$ cat src/rtl/proc_pkg.sv
// Shared processor-wide constants and helpers.
// Used by storage blocks driven from the temp/ALU path.
package proc_pkg;

  localparam int DATA_W_DEF = 16;
  localparam logic WR_ACTIVE = 1'b0;

  function automatic int clog2(input int n);
    int r;
    r = 0;
    while ((1 << r) < n) r++;
    return r;
  endfunction

endpackage

$ cat src/rtl/temp_buf_mem.sv
// Register array for the temp read buffer.
// Falling-edge write port, asynchronous read port.
module temp_buf_mem
  import proc_pkg::*;
#(
  parameter int DATA_W = DATA_W_DEF,
  parameter int DEPTH  = 4,
  parameter int ADDR_W = clog2(DEPTH)
) (
  input  logic              clk,
  input  logic              we,
  input  logic [ADDR_W-1:0] wr_addr,
  input  logic [DATA_W-1:0] wr_data,
  input  logic [ADDR_W-1:0] rd_addr,
  output logic [DATA_W-1:0] rd_data
);

  logic [DATA_W-1:0] mem [DEPTH];

  always_ff @(negedge clk) begin
    if (we) mem[wr_addr] <= wr_data;
  end

  assign rd_data = mem[rd_addr];

endmodule

$ cat src/rtl/temp_read_buffer.sv
// FWFT queue holding temp-path results until read.
// Active-low write strobe in, valid/ready drain out.
module temp_read_buffer
  import proc_pkg::*;
#(
  parameter int DATA_W = DATA_W_DEF,
  parameter int DEPTH  = 4,
  localparam int ADDR_W = clog2(DEPTH)
) (
  input  logic              clk,
  input  logic              rst_n,
  input  logic [DATA_W-1:0] temp_in,
  input  logic              reg_wr,
  output logic              wr_full,
  output logic [DATA_W-1:0] rd_data,
  output logic              rd_valid,
  input  logic              rd_ready,
  output logic [ADDR_W:0]   count,
  output logic              overflow
);

  localparam logic [ADDR_W:0] FULL_CNT = (ADDR_W+1)'(DEPTH);

  logic [ADDR_W-1:0] wr_ptr;
  logic [ADDR_W-1:0] rd_ptr;
  logic [DATA_W-1:0] head;
  logic              push_req;
  logic              push;
  logic              pop;
  logic              we;

  assign push_req = (reg_wr == WR_ACTIVE);
  assign rd_valid = (count != '0);
  assign wr_full  = (count == FULL_CNT);
  assign pop      = rd_valid & rd_ready;
  // A pop on the same edge frees the slot a full push needs.
  assign push     = push_req & (~wr_full | pop);
  assign we       = push & rst_n;
  assign rd_data  = rd_valid ? head : '0;

  temp_buf_mem #(
    .DATA_W (DATA_W),
    .DEPTH  (DEPTH),
    .ADDR_W (ADDR_W)
  ) u_mem (
    .clk     (clk),
    .we      (we),
    .wr_addr (wr_ptr),
    .wr_data (temp_in),
    .rd_addr (rd_ptr),
    .rd_data (head)
  );

  always_ff @(negedge clk) begin
    if (!rst_n) begin
      wr_ptr   <= '0;
      rd_ptr   <= '0;
      count    <= '0;
      overflow <= 1'b0;
    end else begin
      if (push) wr_ptr <= wr_ptr + 1'b1;
      if (pop) rd_ptr <= rd_ptr + 1'b1;
      if (push && !pop) count <= count + 1'b1;
      else if (pop && !push) count <= count - 1'b1;
      if (push_req && !push) overflow <= 1'b1;
    end
  end

  a_wr_known: assert property (
    @(negedge clk) disable iff (!rst_n) !$isunknown(reg_wr)
  );

endmodule

$ cat config.mk
export PLATFORM = sky130hd
export DESIGN_NAME = temp_read_buffer
export DESIGN_NICKNAME = d
export VERILOG_FILES = /design/src/rtl/proc_pkg.sv /design/src/rtl/temp_buf_mem.sv /design/src/rtl/temp_read_buffer.sv
export SDC_FILE = /design/constraint.sdc
export NUM_CORES = 1
export LEC_CHECK = 0
export BUFFER_PORTS_ARGS = -buffer_cell sky130_fd_sc_hd__buf_4
export CAP_MARGIN = 20
export CORE_AREA = 2 2 73 75
export CTS_BUF_LIST = sky130_fd_sc_hd__clkbuf_8
export DETAILED_ROUTE_END_ITERATION = 8
export DIE_AREA = 0 0 75 77
export PLACE_DENSITY = 0.89
export SYNTH_ARGS = -nofsm -noshare
export SYNTH_HDL_FRONTEND = slang
export SYNTH_SLANG_ARGS = --single-unit
$ cat constraint.sdc
create_clock -name clk -period 6.7 [get_ports clk]
set_input_delay 0.335 -clock clk [delete_from_list [all_inputs] [get_ports clk]]
set_output_delay 0.335 -clock clk [all_outputs]
set_load 0.01 [all_outputs]
==> results.sh, run 1 <==
export IMPL_status="completed"
export IMPL_power_density_nw_per_um2=391
export IMPL_ys_types=29
export IMPL_synth_xor_area_share_pct=0.873
export IMPL_die_h_microns=77
export IMPL_synth_seq_area_share_pct=70.5
export IMPL_placed_area_sq_um=3360
export IMPL_path_clk_slew_ns=0.04
export IMPL_synth_avg_cell_area_sq_um=19.3
export IMPL_p_leak_nw=1.67
export IMPL_combinationalPowerShare_pct=28.9
export IMPL_coreArea_sq_um=4980
export IMPL_postCtsResizedCells=0
export IMPL_vias=1794
export IMPL_die_w_microns=75
export IMPL_gr_total_overflow=0
export IMPL_diodes=0
export IMPL_synthTopCellsByArea="edfxtp_1 (64%), mux4_2 (7.5%), dfxtp_1 (6.7%), mux4_1 (5.2%), nor2b_1 (3.1%)"
export IMPL_synth_top_area_cell="edfxtp_1"
export IMPL_synth_seq_cells=74
export IMPL_synth_compound_gate_area_share_pct=1.70
export IMPL_route_detailed_drc=0
export IMPL_grt_pass1_vias=2114
export IMPL_grt_pass1_wl_microns=9120
export IMPL_synth_common_cells="edfxtp_1 (64), nor2b_1 (15), dfxtp_1 (10), mux4_2 (10)"
export IMPL_synthCells=156
export IMPL_start_util_pct=60.5
export IMPL_synth_simple_gate_area_share_pct=8.06
export IMPL_synth_mux_area_fraction_pct=13.7
export IMPL_clock_skew_ns=0.0142
export IMPL_tns_ns=0
export IMPL_irDropWorstVdd_mv=0.280
export IMPL_timing_final_max_slew_violations=0
export IMPL_synthesis_area_sq_um=3010
export IMPL_crit_required_ns=6.36
export IMPL_post_cts_buffers=0
export IMPL_boundaryPins=42
export IMPL_hp_class="reg2reg"
export IMPL_synth_fp_nets=182
export IMPL_p_int_mw=0.967
export IMPL_crit_slowest_cell="mux4_1"
export IMPL_p_clk_share_pct=31.9
export IMPL_synth_edff_count=64
export IMPL_fp_row_count=26
export IMPL_area_delta_synth_final_pct=26.6
export IMPL_cpMostUsedCell="buf_4"
export IMPL_cts_tree="done"
export IMPL_nets=302
export IMPL_slowest_delay_ns=0.57
export IMPL_dp_final_hpwl_microns=3430
export IMPL_clk_latency_ns=0.39
export IMPL_cts_sinks=74
export IMPL_wire_per_inst_microns=16.0
export IMPL_p_seq_share_pct=39.2
export IMPL_cp_start_kind="flip-flop"
export IMPL_path_max_fanout=11
export IMPL_yosysMostFrequentCell="edfxtp_1"
export IMPL_worst_pin_slew_ns=0.992
export IMPL_portBuffers=41
export IMPL_path_class="reg2out"
export IMPL_cts_hold_buf=0
export IMPL_finalHoldViolCount=0
export IMPL_drt_pass1_iter_count=4
export IMPL_clk_path_buf_depth=2
export IMPL_drive_above_1_share_pct=26.7
export IMPL_antenna_found_initial=0
export IMPL_die_area_sq_um=5780
export IMPL_gp_congestion=0.733
export IMPL_synthAdderAreaFrac_pct=2.74
export IMPL_synth_async_reset_ratio_pct=0
export IMPL_grt_usage_pct=22.3
export IMPL_numCtsBuffers=9
export IMPL_swShare_pct=35.0
export IMPL_root_buffer="clkbuf_8"
export IMPL_slew_headroom_pct=33.6
export IMPL_wl_microns=5600
export IMPL_yosysTopAreaCellShare_pct=63.8
export IMPL_setup_viol=0
export IMPL_worstSetupEndpointType="primary output"
export IMPL_rsz0062_at_grt="no"
export IMPL_r2r_slack_ns=4.32
export IMPL_synth_main_ff_cell="edfxtp_1"
export IMPL_fin_util_pct=76.6
export IMPL_cap_violations=0
export IMPL_grt_max_degree=20
export IMPL_switchingPower_mw=0.521
export IMPL_ant_nets=0
export IMPL_htreeDepth=3
export IMPL_fin_area_sq_um=3810
export IMPL_synth_top_family_by_area="multiplexers"
export IMPL_fin_total_pwr_mw=1.49
export IMPL_drt_iter0_drc=95
export IMPL_vias_per_cell=5.11
export IMPL_worstPathArrival_ns=5.47
export IMPL_worstPathCellList="buf_4, mux4_1, nor2b_1, buf_4"
export IMPL_yosysWarnings=0
-- cell usage in the layout, fill, tap and decap left out, types with 2 or more instances in the layout --
cell type and count:
inv_1 79, mux2i_1 3, and3_1 4, nor2b_4 3, nor2b_1 15, xnor2_1 2
clkbuf_8 9, dfxtp_1 10, o21ai_0 2, nand2_1 5, edfxtp_1 64, or3_1 2
inv_4 4, mux4_2 10, ha_1 5, mux4_1 6, and2_1 3, buf_4 42
-- power groups by stage --
stage / sequential, mW / combinational [mW] / clock (mW)
3_5_place_dp: 0.591 / 0.435 / 0.0668
2_1_floorplan: 0.575 / 0.286 / 0.0668
4_1_cts: 0.585 / 0.437 / 0.492
5_1_grt: 0.589 / 0.469 / 0.540
6_report: 0.584 / 0.430 / 0.475
3_3_place_gp: 0.585 / 0.419 / 0.0668
-- final timing paths --
kind	from	to	depth (start not counted)
hold / removal	overflow$_SDFFE_NN0P_	overflow$_SDFFE_NN0P_	2
setup reg to reg	count[0]$_SDFFE_NN0P_	count[2]$_SDFFE_NN0P_	8
hold reg to reg	overflow$_SDFFE_NN0P_	overflow$_SDFFE_NN0P_	2
setup / recovery	flip-flop	rd_data[0]	4
-- stage by stage --
step | cells | hold WS (ns) | worst slack, ns
6_report | 351 | 0.504 | 0.898
5_1_grt | 351 | 0.536 | 0.735
4_1_cts | 351 | 0.500 | 0.850
3_5_place_dp | 262 | 0.491 | 1.18
3_3_place_gp | 262 | 0.469 | 1.30
2_1_floorplan | 156 | 0.456 | 1.46
-- flip-flops by register name (all words and copies together), names as in the netlist, named ones only --
signal / count
count: 3
overflow: 1
rd_ptr: 2
u_mem.mem: 64
wr_ptr: 2
-- final cells by class --
| class | instances | area, sq um |
|---|---|---|
| Fill cell | 286 | 1170 |
| Tap cell | 70 | 87.6 |
| Clock inverter | 81 | 328 |
| Sequential cell | 74 | 2120 |
| Multi-Input combinational cell | 70 | 816 |
| Inverter | 5 | 18.8 |
| Timing Repair Buffer | 42 | 315 |
| Clock buffer | 9 | 124 |
-- logic make-up after synthesis --
| family | count (synthesis) |
|---|---|
| buffers and inverters | 12 |
| flip-flops | 74 |
| adder cells (fa/ha/maj) | 6 |
| multiplexers | 19 |
| AO/OA/AOI/OAI | 7 |
| AND/OR/NAND/NOR | 35 |
| XOR/XNOR | 3 |
-- metal layers --
metal | global-route usage (%) | share of wire (%) | up-vias
li1 | - | - | 846
met1 | 22.2 | 39 | 879
met2 | 37.0 | 54 | 58
met3 | 9.20 | 5.1 | 11
met4 | 14.3 | 2.1 | 0
met5 | 0 | 0 | -
-- critical path, delay by kind of cell, from the launching register on --
kind          cells  cell delay (ns)
buf+inv           2             0.52
flops             1             0.48
mux               1             0.57
simple gates      1             0.16
No activity file was read; power rests on OpenSTA's default activity.
==> inputs of run 2 (changes only) <==
--- a/config.mk
+++ b/config.mk
@@ -7,11 +7,13 @@
 export LEC_CHECK = 0
 export BUFFER_PORTS_ARGS = -buffer_cell sky130_fd_sc_hd__buf_4
 export CAP_MARGIN = 20
-export CORE_AREA = 2 2 73 75
+export CORE_AREA = 2 2 74 76
 export CTS_BUF_LIST = sky130_fd_sc_hd__clkbuf_8
 export DETAILED_ROUTE_END_ITERATION = 8
-export DIE_AREA = 0 0 75 77
-export PLACE_DENSITY = 0.89
+export DIE_AREA = 0 0 76 78
+export MAX_ROUTING_LAYER = met4
+export PLACE_DENSITY = 0.84
 export SYNTH_ARGS = -nofsm -noshare
 export SYNTH_HDL_FRONTEND = slang
+export SYNTH_HIERARCHICAL = 1
 export SYNTH_SLANG_ARGS = --single-unit
==> constraint.sdc (replaced) <==
create_clock -name clk -period 6.65 [get_ports clk]
set_input_delay 0.3325 -clock clk [delete_from_list [all_inputs] [get_ports clk]]
set_output_delay 0.3325 -clock clk [all_outputs]
set_load 0.01 [all_outputs]
==> results.sh, run 2 <==
export IMPL_rsz0062_at_grt="no"
export IMPL_grt_usage_pct=21.4
export IMPL_yosysTopAreaCellShare_pct=66.0
export IMPL_ant_nets=0
export IMPL_irDropWorstVdd_mv=0.276
export IMPL_gp_congestion=0.738
export IMPL_largest_reg_flops=64
export IMPL_start_util_pct=57.7
export IMPL_status="completed"
export IMPL_synthCells=150
export IMPL_portBuffers=41
export IMPL_cts_tree="done"
export IMPL_clk_path_buf_depth=2
export IMPL_post_cts_buffers=0
export IMPL_synthesis_area_sq_um=2910
export IMPL_worstPathArrival_ns=5.30
export IMPL_synth_async_reset_ratio_pct=0
export IMPL_diodes=0
export IMPL_clk_latency_ns=0.39
export IMPL_final_cell_mix="inv_1 (74), edfxtp_1 (64), buf_4 (44)"
export IMPL_fin_total_pwr_mw=1.54
export IMPL_tns_ns=0
export IMPL_coreArea_sq_um=5040
export IMPL_power_density_nw_per_um2=407
export IMPL_drive_above_1_share_pct=27.0
export IMPL_wl_microns=5370
export IMPL_setup_viol=0
export IMPL_nFillCells=329
export IMPL_die_area_sq_um=5930
export IMPL_path_max_fanout=18
export IMPL_fin_area_sq_um=3770
export IMPL_hp_class="reg2reg"
export IMPL_worst_pin_slew_ns=0.860
export IMPL_path_class="reg2out"
export IMPL_final_common_cell="inv_1"
export IMPL_largest_register="u_mem/mem"
export IMPL_timing_final_max_slew_violations=0
export IMPL_die_h_microns=78
export IMPL_path_clk_slew_ns=0.04
export IMPL_synth_common_cells="edfxtp_1 (64), nor2b_1 (18), mux4_2 (10)"
export IMPL_grt_pass1_wl_microns=9070
export IMPL_numCtsBuffers=9
export IMPL_area_delta_synth_final_pct=29.5
export IMPL_nets=291
export IMPL_die_w_microns=76
export IMPL_wire_per_inst_microns=15.6
export IMPL_p_leak_nw=1.62
export IMPL_yosysMostFrequentCell="edfxtp_1"
export IMPL_timing_hold_ws_ns=0.497
export IMPL_cp_start_kind="flip-flop"
export IMPL_synth_top_area_cell="edfxtp_1"
export IMPL_synth_edff_count=64
export IMPL_clock_skew_ns=0.0163
export IMPL_finalHoldViolCount=0
export IMPL_grt_pass1_vias=2053
export IMPL_fp_row_count=26
export IMPL_cts_hold_buf=0
export IMPL_synth_fp_nets=172
export IMPL_worstSetupEndpointType="primary output"
export IMPL_vias_per_cell=5.09
export IMPL_yosysWarnings=6
export IMPL_vias=1752
export IMPL_grt_max_degree=20
export IMPL_htreeDepth=3
export IMPL_antenna_found_initial=0
export IMPL_crit_required_ns=6.32
export IMPL_synth_main_ff_cell="edfxtp_1"
export IMPL_dp_final_hpwl_microns=3170
export IMPL_drt_pass1_iter_count=4
export IMPL_root_buffer="clkbuf_8"
export IMPL_drt_iter0_drc=125
export IMPL_synthTopCellsByArea="edfxtp_1 (66%), mux4_2 (7.7%), dfxtp_1 (5.5%), mux4_1 (5.4%), nor2b_1 (3.9%)"
export IMPL_synth_avg_cell_area_sq_um=19.4
export IMPL_synth_seq_area_share_pct=71.5
export IMPL_cap_violations=0
export IMPL_reg_top3="u_mem/mem: 64 flops, count: 3 flops"
export IMPL_route_detailed_drc=0
export IMPL_final_cell_count_no_fill=344
export IMPL_synth_seq_cells=72
export IMPL_slew_headroom_pct=42.7
export IMPL_cts_sinks=72
export IMPL_place_inst=258
export IMPL_ys_types=32
export IMPL_boundaryPins=42
export IMPL_postCtsResizedCells=0
export IMPL_placed_area_sq_um=3280
export IMPL_gr_total_overflow=0
==> run 2: changes by cell type after synthesis, sizes merged <==
cell,delta
nor3b,+2
and3,-3
a21oi,-1
inv,-2
ha,-4
nor2,+1
and3b,+2
nand2b,+2
dfxtp,-2
nor4b,+1
nand2,-2
==> run 2: final cells by class <==
type,count,area (sq um),area share (%)
tap,70,87.6,2.32
clock buffer,9,124,3.29
inverter,2,7.51,0.199
sequential,72,2080,55.2
multi-input combinational,68,766,20.3
timing repair buffer,44,330,8.76
clock inverter,79,373,9.89
==> run 2: worst paths after layout <==
| check | depth (start not counted) | start | slack [ns] | to |
|---|---|---|---|---|
| worst max register to register | 5 | count[0]$_SDFFE_NN0P_ | 4.33 | u_mem/mem[0][11]$_DFFE_NP_ |
| worst min register to register | 2 | overflow$_SDFFE_NN0P_ | 0.50 | overflow$_SDFFE_NN0P_ |
| worst min-delay path | 2 | overflow$_SDFFE_NN0P_ | 0.50 | overflow$_SDFFE_NN0P_ |
| worst max-delay path | 3 | rd_ptr[1]$_SDFFE_NN0P_ | 1.02 | rd_data[11] |
==> run 2: worst max-delay path, stage by stage, from the launching register on <==
cell     delay [ns]
dfxtp_1        0.85
mux4_2         0.42
nor2b_1        0.16
buf_4          0.15
==> run 2: where the power goes <==
part / switching [mW] / total, mW / internal (mW)
Sequential: 0.0335 / 0.562 / 0.528
Combinational: 0.197 / 0.422 / 0.225
Clock: 0.279 / 0.552 / 0.273
Total: 0.509 / 1.54 / 1.03
==> run 2: per-stage QoR <==
step / utilization, % / setup slack (ns)
after floorplan: - / 0.928
after global placement: 65.1 / 1.28
after detailed placement: 65.1 / 1.15
after CTS: 74.8 / 0.974
after global routing: 74.8 / 0.891
final: 74.8 / 1.02
==> run 2: cells by family after synthesis <==
group / after synthesis / synth area share, %
simple gates: 38 / 8.47
fa+ha+maj: 2 / 1.12
flops: 72 / 71.5
xor+xnor: 3 / 0.903
compound gates: 6 / 1.46
mux: 19 / 14.2
buf+inv: 10 / 2.32
==> run 2: routing by layer <==
metal | part of all wire, % | track usage (%) | vias to the layer above
li1 | - | - | 823
met1 | 38 | 21.1 | 861
met2 | 55 | 34.6 | 62
met3 | 5.6 | 10.0 | 6
met4 | 1.5 | 13.3 | 0
met5 | 0 | - | -
